--- src/rtl/spi_mem_responder_if.sv ---
// Bundles the SPI pins and the byte-wide memory port of spi_mem_responder.
// The responder uses the slave modport; the SPI master / memory side uses master.
interface spi_mem_responder_if #(
   parameter int unsigned ADDR_BITS = 24
) ();
   logic                 spi_sck;
   logic                 spi_ss;
   logic                 spi_mosi;
   logic                 spi_miso;
   logic                 spi_miso_oe;
   logic [ADDR_BITS-1:0] mem_addr;
   logic                 mem_re;
   logic [7:0]           mem_rdata;
   logic                 mem_we;
   logic [7:0]           mem_wdata;

   modport slave (
      input  spi_sck, spi_ss, spi_mosi, mem_rdata,
      output spi_miso, spi_miso_oe, mem_addr, mem_re, mem_we, mem_wdata
   );

   modport master (
      output spi_sck, spi_ss, spi_mosi, mem_rdata,
      input  spi_miso, spi_miso_oe, mem_addr, mem_re, mem_we, mem_wdata
   );
endinterface

--- src/rtl/spi_mem_responder.sv ---
// SPI mode-0 target emulating a serial boot memory: READ (0x03) and WRITE (0x02)
// with auto-incrementing address, backed by a synchronous byte-wide memory port.
// SPI pins are asynchronous and oversampled in wb_clk.
module spi_mem_responder #(
   parameter int unsigned ADDR_BITS = 24,
   parameter int unsigned SYNC_FF   = 2
) (
   input  logic                  wb_clk,
   input  logic                  wb_rst,
   spi_mem_responder_if.slave    bus
);

   localparam int unsigned CW = $clog2(ADDR_BITS);
   localparam logic [CW-1:0] BYTE_LAST = CW'(7);
   localparam logic [CW-1:0] ADDR_LAST = CW'(ADDR_BITS - 1);

   typedef enum logic [2:0] {IDLE, CMD, ADDR, RD, WR, IGNORE} state_t;

   state_t state, state_nxt;

   logic [SYNC_FF-1:0]   sck_sync, ss_sync, mosi_sync;
   logic                 sck_s, ss_s, mosi_s, sck_d;
   logic                 sck_rise, sck_fall, sel;

   logic [CW-1:0]        bit_cnt;
   logic [ADDR_BITS-2:0] shift_q;
   logic                 rd_type;
   logic [7:0]           tx_q;
   logic                 miso_q;
   logic                 cap_q;
   logic [ADDR_BITS-1:0] mem_addr_q;
   logic                 mem_re_q, mem_we_q;
   logic [7:0]           mem_wdata_q;

   logic                 byte_done, addr_done;
   logic [7:0]           in_byte;
   logic [ADDR_BITS-1:0] in_addr;

   // Synchronize SCK, SS and MOSI through equal-depth chains; keep the previous SCK for edge detection
   always_ff @(posedge wb_clk or posedge wb_rst) begin
      if (wb_rst) begin
         sck_sync  <= '0;
         ss_sync   <= '1;
         mosi_sync <= '0;
         sck_d     <= 1'b0;
      end else begin
         sck_sync  <= {sck_sync[SYNC_FF-2:0], bus.spi_sck};
         ss_sync   <= {ss_sync[SYNC_FF-2:0], bus.spi_ss};
         mosi_sync <= {mosi_sync[SYNC_FF-2:0], bus.spi_mosi};
         sck_d     <= sck_s;
      end
   end

   assign sck_s    = sck_sync[SYNC_FF-1];
   assign ss_s     = ss_sync[SYNC_FF-1];
   assign mosi_s   = mosi_sync[SYNC_FF-1];
   assign sel      = ~ss_s;
   assign sck_rise = sck_s & ~sck_d;
   assign sck_fall = ~sck_s & sck_d;

   assign byte_done = (bit_cnt == BYTE_LAST);
   assign addr_done = (bit_cnt == ADDR_LAST);
   // Value the shifter will hold once the bit sampled on this rise is included
   assign in_byte   = {shift_q[6:0], mosi_s};
   assign in_addr   = {shift_q, mosi_s};

   // State register
   always_ff @(posedge wb_clk or posedge wb_rst) begin
      if (wb_rst) state <= IDLE;
      else        state <= state_nxt;
   end

   // Next-state: deselect overrides everything and returns to IDLE
   always_comb begin
      state_nxt = state;
      if (!sel) begin
         state_nxt = IDLE;
      end else begin
         case (state)
            IDLE: state_nxt = CMD;
            CMD: begin
               if (sck_rise && byte_done) begin
                  case (in_byte)
                     8'h03, 8'h02: state_nxt = ADDR;
                     default:      state_nxt = IGNORE;
                  endcase
               end
            end
            ADDR: begin
               if (sck_rise && addr_done) state_nxt = rd_type ? RD : WR;
            end
            default: state_nxt = state;
         endcase
      end
   end

   // Datapath: shifting, bit counting, memory strobes and the read pipeline
   always_ff @(posedge wb_clk or posedge wb_rst) begin
      if (wb_rst) begin
         bit_cnt     <= '0;
         shift_q     <= '0;
         rd_type     <= 1'b0;
         tx_q        <= '0;
         miso_q      <= 1'b0;
         cap_q       <= 1'b0;
         mem_addr_q  <= '0;
         mem_re_q    <= 1'b0;
         mem_we_q    <= 1'b0;
         mem_wdata_q <= '0;
      end else begin
         mem_re_q <= 1'b0;
         mem_we_q <= 1'b0;
         // mem_rdata is valid the cycle after mem_re; capture it then
         cap_q    <= mem_re_q;
         if (cap_q) tx_q <= bus.mem_rdata;
         // Post-increment after each write strobe; also covers a strobe that
         // overlaps deselect, since the byte was already complete
         if (mem_we_q) mem_addr_q <= mem_addr_q + ADDR_BITS'(1);

         if (!sel) begin
            bit_cnt <= '0;
            shift_q <= '0;
            rd_type <= 1'b0;
            tx_q    <= '0;
            miso_q  <= 1'b0;
            cap_q   <= 1'b0;
         end else begin
            case (state)
               CMD: begin
                  if (sck_rise) begin
                     shift_q <= {shift_q[ADDR_BITS-3:0], mosi_s};
                     if (byte_done) begin
                        bit_cnt <= '0;
                        rd_type <= (in_byte == 8'h03);
                     end else begin
                        bit_cnt <= bit_cnt + CW'(1);
                     end
                  end
               end
               ADDR: begin
                  if (sck_rise) begin
                     shift_q <= {shift_q[ADDR_BITS-3:0], mosi_s};
                     if (addr_done) begin
                        bit_cnt    <= '0;
                        mem_addr_q <= in_addr;
                        mem_re_q   <= rd_type;
                     end else begin
                        bit_cnt <= bit_cnt + CW'(1);
                     end
                  end
               end
               RD: begin
                  if (sck_fall) begin
                     miso_q <= tx_q[7];
                     tx_q   <= {tx_q[6:0], 1'b0};
                  end
                  // Prefetch the next byte on the rise that samples bit 0; it lands
                  // in tx_q two cycles later, well before the next fall
                  if (sck_rise) begin
                     if (byte_done) begin
                        bit_cnt    <= '0;
                        mem_addr_q <= mem_addr_q + ADDR_BITS'(1);
                        mem_re_q   <= 1'b1;
                     end else begin
                        bit_cnt <= bit_cnt + CW'(1);
                     end
                  end
               end
               WR: begin
                  if (sck_rise) begin
                     shift_q <= {shift_q[ADDR_BITS-3:0], mosi_s};
                     if (byte_done) begin
                        bit_cnt     <= '0;
                        mem_wdata_q <= in_byte;
                        mem_we_q    <= 1'b1;
                     end else begin
                        bit_cnt <= bit_cnt + CW'(1);
                     end
                  end
               end
               default: ;
            endcase
         end
      end
   end

   // Outputs: enable follows synchronized select; MISO only carries data in RD
   always_comb begin
      bus.spi_miso_oe = sel;
      bus.spi_miso    = (state == RD && sel) ? miso_q : 1'b0;
   end

   assign bus.mem_addr  = mem_addr_q;
   assign bus.mem_re    = mem_re_q;
   assign bus.mem_we    = mem_we_q;
   assign bus.mem_wdata = mem_wdata_q;

endmodule

--- src/flat_wrapper.sv ---
// flat-port wrapper written by rule: the top's interface ports become plain ports
module spi_mem_responder_flat 
#(
   parameter int unsigned ADDR_BITS = 24,
   parameter int unsigned SYNC_FF   = 2
)
  (wb_clk, wb_rst, bus_spi_sck, bus_spi_ss, bus_spi_mosi, bus_mem_rdata, bus_spi_miso, bus_spi_miso_oe, bus_mem_addr, bus_mem_re, bus_mem_we, bus_mem_wdata);
  spi_mem_responder_if #(.ADDR_BITS(ADDR_BITS)) bus_i ();
  input  logic wb_clk;
  input  logic wb_rst;
  input wire logic [$bits(bus_i.spi_sck)-1:0] bus_spi_sck;
  input wire logic [$bits(bus_i.spi_ss)-1:0] bus_spi_ss;
  input wire logic [$bits(bus_i.spi_mosi)-1:0] bus_spi_mosi;
  input wire logic [$bits(bus_i.mem_rdata)-1:0] bus_mem_rdata;
  output wire logic [$bits(bus_i.spi_miso)-1:0] bus_spi_miso;
  output wire logic [$bits(bus_i.spi_miso_oe)-1:0] bus_spi_miso_oe;
  output wire logic [$bits(bus_i.mem_addr)-1:0] bus_mem_addr;
  output wire logic [$bits(bus_i.mem_re)-1:0] bus_mem_re;
  output wire logic [$bits(bus_i.mem_we)-1:0] bus_mem_we;
  output wire logic [$bits(bus_i.mem_wdata)-1:0] bus_mem_wdata;
  assign bus_i.spi_sck = bus_spi_sck;
  assign bus_i.spi_ss = bus_spi_ss;
  assign bus_i.spi_mosi = bus_spi_mosi;
  assign bus_i.mem_rdata = bus_mem_rdata;
  assign bus_spi_miso = bus_i.spi_miso;
  assign bus_spi_miso_oe = bus_i.spi_miso_oe;
  assign bus_mem_addr = bus_i.mem_addr;
  assign bus_mem_re = bus_i.mem_re;
  assign bus_mem_we = bus_i.mem_we;
  assign bus_mem_wdata = bus_i.mem_wdata;
  spi_mem_responder #(.ADDR_BITS(ADDR_BITS), .SYNC_FF(SYNC_FF)) u_core (.wb_clk(wb_clk), .wb_rst(wb_rst), .bus(bus_i));
endmodule
--- config.mk ---
export PLATFORM = sky130hd
export DESIGN_NAME = spi_mem_responder_flat
export DESIGN_NICKNAME = d
export VERILOG_FILES = /design/src/rtl/spi_mem_responder_if.sv /design/src/rtl/spi_mem_responder.sv /design/src/flat_wrapper.sv
export SDC_FILE = /design/constraint.sdc
export NUM_CORES = 1
export LEC_CHECK = 0
export BUFFER_PORTS_ARGS = -buffer_cell sky130_fd_sc_hd__buf_2
export CORE_ASPECT_RATIO = 1.75
export CORE_MARGIN = 2
export CORE_UTILIZATION = 40
export CTS_CLUSTER_DIAMETER = 40
export DETAILED_ROUTE_END_ITERATION = 7
export SKIP_CTS_REPAIR_TIMING = 1
export SLEW_MARGIN = 10
export SYNTH_ARGS = -nofsm -noshare
export SYNTH_HDL_FRONTEND = slang
export SYNTH_SLANG_ARGS = --single-unit
--- constraint.sdc ---
create_clock -name wb_clk -period 4.7 [get_ports wb_clk]
set_clock_uncertainty 0.05 [all_clocks]
set_input_delay 0.705 -clock wb_clk [delete_from_list [all_inputs] [get_ports wb_clk]]
set_output_delay 0.705 -clock wb_clk [all_outputs]
set_load 0.01 [all_outputs]
# Word-level counts from Yosys, hierarchy flattened
# Index checks and enable logic that the tools add are counted.
[op_classes]
addsub = 2
n_eq_ne = 12
mux = 43
bitwise_logic = 5
n_reduce_logical = 21
[ops]
columns = ["operator", "n"]
rows = [
  ["$mux W24", 6],
  ["$mux W23", 3],
  ["$pmux W24 S2", 1],
  ["$mux W8", 4],
  ["$mux W5", 5],
  ["$add A24 B1 Y24 const B", 1],
  ["$eq A8 B2 Y1 const B", 2],
  ["$mux W1", 16],
  ["$mux W3", 5],
  ["$ne A3 B1 Y1 const B", 4],
  ["$reduce_bool A2 Y1", 6],
  ["$pmux W5 S2", 1],
  ["$pmux W3 S3", 1],
  ["$reduce_and A3 Y1", 3],
  ["$eq A3 B2 Y1 const B", 2],
  ["$reduce_or A3 Y1", 2],
  ["$add A5 B1 Y5 const B", 1],
  ["$eq A5 B3 Y1 const B", 1],
  ["$eq A5 B5 Y1 const B", 1],
  ["$reduce_and A2 Y1", 2],
  ["$reduce_and A4 Y1", 1],
  ["$reduce_bool A4 Y1", 1],
  ["$eq A3 B1 Y1 const B", 1],
  ["$eq A3 B3 Y1 const B", 1],
  ["7 further kinds", 12],
]
[totals]
register_bits = 83
out_inout_bits = 36
word_cells = 98

# Depth between registers and ports, before layout
# Gate-level depths: netlist of run 1.
[logic_depth]
ltp_word = 6
depth_mapped = 9
mapped_depth_nobuf = 6

# Worst setup path after synthesis of run 1
# Ideal clock, no wire load.
[synth_path]
path_type = "register to output"
start = "register u_core.ss_sync[1]"
end = "output bus_spi_miso"
arrival_ns = 1.518
t_required_ns = 3.945
path_slack_ns = 2.427
path_stages_with_launch = 6
path_buffers = 3
path_cell_list = "dfstp_2 -> clkbuf_1 -> inv_1 -> clkbuf_1 -> clkbuf_1 -> and3_1"
[synth_between]
elab_chain_cells = 3
[synth_rtl]
columns = ["item", "line", "text"]
rows = [
  ["from (decl)", "spi_mem_responder.sv:21", "logic [SYNC_FF-1:0] sck_sync, ss_sync, mosi_sync;"],
  ["from (signal assigned)", "spi_mem_responder.sv:48", "ss_sync <= {ss_sync[SYNC_FF-2:0], bus.spi_ss};"],
  ["$not A1 Y1 (no source line)", "n/a", ""],
  ["net bus_spi_miso_oe", "flat_wrapper.sv:16", "output wire logic [$bits(bus_i.spi_miso_oe)-1:0] bus_spi_miso_oe;"],
  ["$logic_and A1 B1 Y1", "spi_mem_responder.sv:190", "bus.spi_miso = (state == RD && sel) ? miso_q : 1'b0;"],
  ["$mux W1", "spi_mem_responder.sv:190", ""],
  ["to (decl)", "flat_wrapper.sv:15", "output wire logic [$bits(bus_i.spi_miso)-1:0] bus_spi_miso;"],
]
# The timed path passes the listed nets, and every way through them passes these cells.

# Worst setup path after layout of run 1
[layout_path]
start = "register u_core.ss_sync[1]"
end = "output bus_spi_miso"
[layout_between]
elab_chain_cells = 3
[layout_rtl]
columns = ["item", "line"]
rows = [
  ["$not A1 Y1 (no source line)", "n/a"],
  ["$logic_and A1 B1 Y1", "spi_mem_responder.sv:190"],
  ["$mux W1", "spi_mem_responder.sv:190"],
]
# No other way between the ends.

==> results of run 1 <==
## routing by layer
metal  vias up  part of all wire, %  global-route usage, %
met3        18                  3.5                   3.84
met4         0                  1.9                   7.19
met2        74                   55                   35.9
met5         -                    0                      0
met1      1814                   40                   25.2
li1       1715                    -                      -
## cells in the mapped netlist (all sizes together) (3+ instances only)
master  number  area [um2]
a211oi       7        52.6
a21oi       14        70.1
a22oi        7        52.6
a31oi       11        68.8
and3        13        81.3
buf          9        48.8
clkbuf      17        67.6
dfrtp       81        2030
inv         11        41.3
mux2         9         101
mux2i       10         100
nand2       76         285
nand3       23         115
nand4        6        58.8
nor2        30         115
nor2b        3        18.8
nor3         9        45.0
nor4         8        95.1
o21ai       41         205
o22ai        6        37.5
o31ai        4        30.0
o41ai        3        52.6
or3          3        18.8
xnor2        9        78.8
xor2        10        87.6
## critical path: stages (launching register included)
cell and delay, ns:
dfstp_2 0.90, inv_1 0.62, and3_1 0.34, buf_2 0.14
## path summary, 6_finish.rpt
kind | from | end | slack, ns
worst max-delay path | u_core.ss_sync[1] | bus_spi_miso | 1.59
worst min-delay path | u_core.sck_sync[0] | u_core.sck_sync[1] | 0.30
worst max register to register | u_core.ss_sync[1] | u_core.bus.mem_addr[20] | 2.05
worst min register to register | u_core.sck_sync[0] | u_core.sck_sync[1] | 0.30
max in group asynchronous | wb_rst | u_core.ss_sync[1] | 3.17
min in group asynchronous | wb_rst | u_core.bus.mem_wdata[6] | 0.49
## layout make-up
type	count	area, um2	share of cell area [%]
Sequential cell	83	2080	42.0
Tap cell	130	163	3.29
Clock buffer	12	256	5.18
Multi-Input combinational cell	336	2070	41.9
Clock inverter	4	73.8	1.49
Inverter	11	42.5	0.859
Timing Repair Buffer	51	263	5.31
## sequential cells by signal (all words and copies together), names as in the netlist, 3 cells and up
register,flops
u_core.bit_cnt,5
u_core.tx_q,8
u_core.bus.mem_addr,24
u_core.bus.mem_wdata,8
u_core.shift_q,23
u_core.state,3
## power breakdown
part | leakage [nW] | internal [mW] | switching, mW
logic | 1.04 | 0.0399 | 0.0790
clock network | 0.163 | 0.495 | 0.290
registers | 1.13 | 0.731 | 0.0290
total | 2.34 | 1.27 | 0.398
## cell usage in the layout, fill, tap and decap left out, drive strengths merged, types with 3 or more instances in the layout
cell type / count
a211oi: 7
a21oi: 14
a22oi: 7
a31oi: 11
and3: 13
buf: 51
clkbuf: 12
clkinv: 3
dfrtp: 81
inv: 10
mux2: 9
mux2i: 10
nand2: 76
nand3: 23
nand4: 6
nor2: 30
nor2b: 3
nor3: 9
nor4: 8
o21ai: 41
o22ai: 6
o31ai: 4
o41ai: 3
or3: 3
xnor2: 9
xor2: 10
## through the flow
step | std cells | power [mW]
4_1_cts | 627 | 1.68
3_5_place_dp | 611 | 0.894
6_report | 627 | 1.66
2_1_floorplan | 456 | 0.859
5_1_grt | 627 | 1.72
3_3_place_gp | 611 | 0.890
## logic make-up after synthesis
family | share of synthesized area [%]
AOI/OAI and AO/OA | 16.3
xor gates and xnor gates | 3.87
adders and majority gates | 0.581
buffers and inverters | 3.66
DFF | 48.3
muxes | 4.68
and+or+nand+nor | 22.5
==> results.toml, run 1 <==
[place]
dp_hpwl_um = 8070
placed_area_um2 = 4620
gp_congestion = 0.859
post-place-ws_ns = 2.01
io_buffers = 48

[hold_path]
hold_path.class = "reg -> reg"
min_path_cells = 0

[cts]
root_buffer = "clkbuf_16"
cts_buffers = 9
cts_sinks = 83
clockBufferDepth = 2
path_clk_slew_ns = 0.06
worstSkewPairLatency_ns = 0.34
htreeDepth = 3
tritoncts = "built"

[pwr]
leakage_nw = 2.34
p_per_area_nw_per_um2 = 336
ir_worst_vdd_mv = 0.190

[detailed_routing]
avgViaCountPerCell = 5.78
final_antenna_net_count = 0
drcViolationCount = 0
vias = 3621
wl_per_cell_um = 18.2
wl_um = 11400
first_iter_violations = 287
drtPass1Iterations = 4

[critical_path]
arrival_ns = 2.35
r2r_cells = 4
cp_max_fo = 31
endpoint_kind = "primary output"
critPathKind = "reg -> out"
crit_required_ns = 3.94
start_kind = "register"

[timing]
slew_headroom_pct = 33.4
worst_pin_slew_ns = 0.998
finalSetupTns_ns = 0
hold_violations = 0
hold_ws_ns = 0.301
setup_viol = 0
slew_viol_final = 0
period_needed_ns = 3.11
finalCritPeriodShare_pct = 66.1
fmax_mhz = 322
grt_setup_unrepaired = "no"
fin_ws_ns = 1.59

[yosys]
syn_area_um2 = 4300
synth_flop_cell = "dfrtp_1"
yosysWarningCount = 0
async_flop_share_pct = 100
syn_area_per_cell_um2 = 9.44
synth_edf_count = 0
ys_ff_latch = 83
synthCells = 456
synth.distinct_cells = 60
syn-num-nets = 471
yosysSeqAreaShare_pct = 48.3

[die]
core_um2 = 10600
dieArea_um2 = 11600
initial_core_util_pct = 40.7
rows = 50
dieHeight_um = 141
die_x_um = 82.4
pin_count = 49

[global_route]
overflow = 0
grt_pass1_wl_um = 18300
grt_max_degree = 57
grt_usage_pct = 20.8
grt_pass1_vias = 3482
antenna_found_initial = 0

[job]
maxCapViolations = 0

[final_layout]
nets = 507
fillCellCount = 1018
area_delta_synth_final_pct = 15.0
drive_above_1_share_pct = 18.1
fin_area_um2 = 4950
utilization_pct = 46.8
n_antenna_cell = 0

[outcome]
outcome = "finished, final reports clean"
No activity file was read; power rests on OpenSTA's default activity.
==> inputs of run 2 (changes only) <==
ABC_AREA = 1   (was not set)
clock period = 2.8 ns   (was 4.7 ns; I/O delays follow)
==> run 2 against run 1 <==
Combinational power rose to 3.1 times the previous value. Area after synthesis grew 14%. Register-to-register slack got worse by 1.4 ns. Utilization decreased by 0.50 points. Critical path type is now reg -> reg. Largest cell class is now multi-input gates. Largest power group is now sequential cells.
==> results.toml, run 2 <==
[outcome]
outcome = "finished, final reports clean"

[yosys]
yosysTopAreaCellShare_pct = 41.2
synth_edf_count = 0
synth_flop_cell = "dfrtp_1"
synthMuxAreaShare_pct = 0.204
synthSimpleGateAreaFrac_pct = 35.4
synth_compound_area_share_pct = 12.0
yosys-top-cells-count = "nand2_1, dfrtp_1, nand3_1"
synthCells = 675
netlist_top_cells_area = "dfrtp_1, nand2_1, nand3_1"
synth_xor_area_share_pct = 1.25
async_flop_share_pct = 100
yosysWarningCount = 0
synth_top_cell_by_area = "dfrtp_1"
ys_ff_latch = 83
synth_top_family_by_area = "simple AND/OR/NAND/NOR gates"
yosysSeqAreaShare_pct = 42.3
synthAdderAreaFrac_pct = 0.509
yosysMostFrequentCell = "nand2_1"
synth.distinct_cells = 44
syn_area_um2 = 4920
syn_area_per_cell_um2 = 7.28
syn-num-nets = 690

[critical_path]
cp_slowest_stage_delay_ns = 0.40
cp_max_fo = 12
r2r_slack_ns = 0.66
critPathBufInv = 1
critPathKind = "reg -> reg"
endpoint_kind = "register"
crit_path_cell_trace = "ha_1 -> nand2_2 -> nor3_4 -> nand2_4 -> nand2_1 -> nand2_1 -> nand2_1 -> inv_1 -> nand3_1 -> nand3_1"
rr_endpoint = "u_core.bus.mem_addr[18]"
crit_top_cell = "nand2_1"
crit-reg2reg-launch = "u_core.bit_cnt[0]"
slowest_stage = "dfrtp_1"
start_kind = "register"
r2r_cells = 10
arrival_ns = 2.36
crit_required_ns = 3.02
path_delay_family = "simple AND/OR/NAND/NOR gates"

[detailed_routing]
avgViaCountPerCell = 5.25
first_iter_violations = 277
drcViolationCount = 0
wl_per_cell_um = 15.7
final_antenna_net_count = 0
vias = 4644
drtPass1Iterations = 5
wl_um = 13900

[timing]
finalSetupTns_ns = 0
period_needed_ns = 2.14
grt_setup_unrepaired = "no"
hold_violations = 0
fmax_mhz = 468
finalCritPeriodShare_pct = 76.3
slew_headroom_pct = 65.2
slew_viol_final = 0
setup_viol = 0
worst_pin_slew_ns = 0.521

[final_layout]
largest_reg_flops = 24
n_antenna_cell = 0
final_cells = 884
multi_input_area_um2 = 2420
layout_commonest_cell = "nand2_1"
area_delta_synth_final_pct = 13.1
final_cell_mix = "nand2_1, dfrtp_1, nand3_1, inv_1, buf_2"
fin_area_um2 = 5560
seq_area_um2 = 2080
drive_above_1_share_pct = 16.0
fillCellCount = 1240
nets = 731

[global_route]
grt_usage_pct = 23.0
grt_max_degree = 73
grt_pass1_vias = 4574
grt_pass1_wl_um = 23300
antenna_found_initial = 0
overflow = 0

[die]
dieArea_um2 = 13200
rows = 53
pin_count = 49
dieHeight_um = 151
die_x_um = 87.8
core_um2 = 12000
initial_core_util_pct = 41.0

[job]
maxCapViolations = 0

[cts]
path_clk_slew_ns = 0.06
clockBufferDepth = 2
root_buffer = "clkbuf_16"
tritoncts = "built"
cts_buffers = 9
worstSkewPairLatency_ns = 0.34
htreeDepth = 3
cts_sinks = 83

[pwr]
p_per_area_nw_per_um2 = 502
leakage_nw = 2.68
p_total_mw = 2.79
p_comb_share_pct = 13.4
pwr-share-clk_pct = 39.5
internal_power_mw = 1.99
swShare_pct = 28.8
ir_worst_vdd_mv = 0.339
switching_power_mw = 0.803
pwr-share-seq_pct = 47.1

[hold_path]
min_path_cells = 1
hold_path.class = "in -> reg"
whs_endpoint = "u_core.ss_sync[0]"
worstHoldStart = "bus_spi_ss"

[place]
gp_congestion = 0.953
dp_hpwl_um = 10400
dp.cells = 869
io_buffers = 48
placed_area_um2 = 5280
run 2: cell count changes after synthesis, sizes merged, moves of 12 or more:
cell    change
and3       -12
nand3      +57
nor2       +26
clkbuf     -13
o21ai      +14
inv        +63
nand2     +159
run 2: worst max-delay path by stage:
stage | from | end | cells after the start
3_5_place_dp | u_core.bit_cnt[0] | u_core.bus.mem_addr[20] | 10
6_report | u_core.bit_cnt[0] | u_core.bus.mem_addr[18] | 10
3_3_place_gp | u_core.bit_cnt[0] | u_core.bus.mem_addr[19] | 10
2_1_floorplan | wb_rst | u_core.bit_cnt[0] | 1
5_1_grt | u_core.bit_cnt[0] | u_core.bus.mem_addr[18] | 10
4_1_cts | u_core.bit_cnt[0] | u_core.bus.mem_addr[19] | 10
run 2: area by class of cell:
type                       instances  share of cell area [%]
clock inverter                     2                   0.225
timing repair buffer              54                    5.40
sequential                        83                    37.4
multi-input combinational        494                    43.6
inverter                          74                    5.02
tap                              165                    3.71
clock buffer                      12                    4.61
run 2: routing by layer:
layer | vias up | track usage (%) | share of wire [%]
met5 | - | 0 | 0
met4 | 0 | 13.0 | 4.9
met3 | 36 | 3.73 | 3.6
met2 | 129 | 41.0 | 53
met1 | 2203 | 25.3 | 38
li1 | 2276 | - | -
run 2: metrics by stage:
stage               setup WS, ns  util (%)  hold slack (ns)
floorplan                  0.197         -            0.281
global placement           0.705      44.0            0.283
detailed placement         0.645      44.0            0.286
CTS                        0.635      46.2          -0.0610
global route               0.502      46.3            0.126
finish                     0.663      46.3            0.137
run 2: power by group through the flow:
stage	Clock [mW]	Sequential, mW	Combinational, mW
4_1_cts	1.13	1.32	0.375
2_1_floorplan	0	1.32	0.284
3_3_place_gp	0	1.33	0.364
6_report	1.10	1.32	0.374
3_5_place_dp	0	1.34	0.372
5_1_grt	1.18	1.32	0.433
run 2: cells by family (layout without fill, tap and decap cells):
logic type | count (synthesis) | in the layout
and+or+nand+nor | 388 | 388
buffers and inverters | 98 | 142
AOI/OAI and AO/OA | 96 | 96
DFF | 83 | 83
xor gates and xnor gates | 7 | 7
adders and majority gates | 2 | 2
muxes | 1 | 1
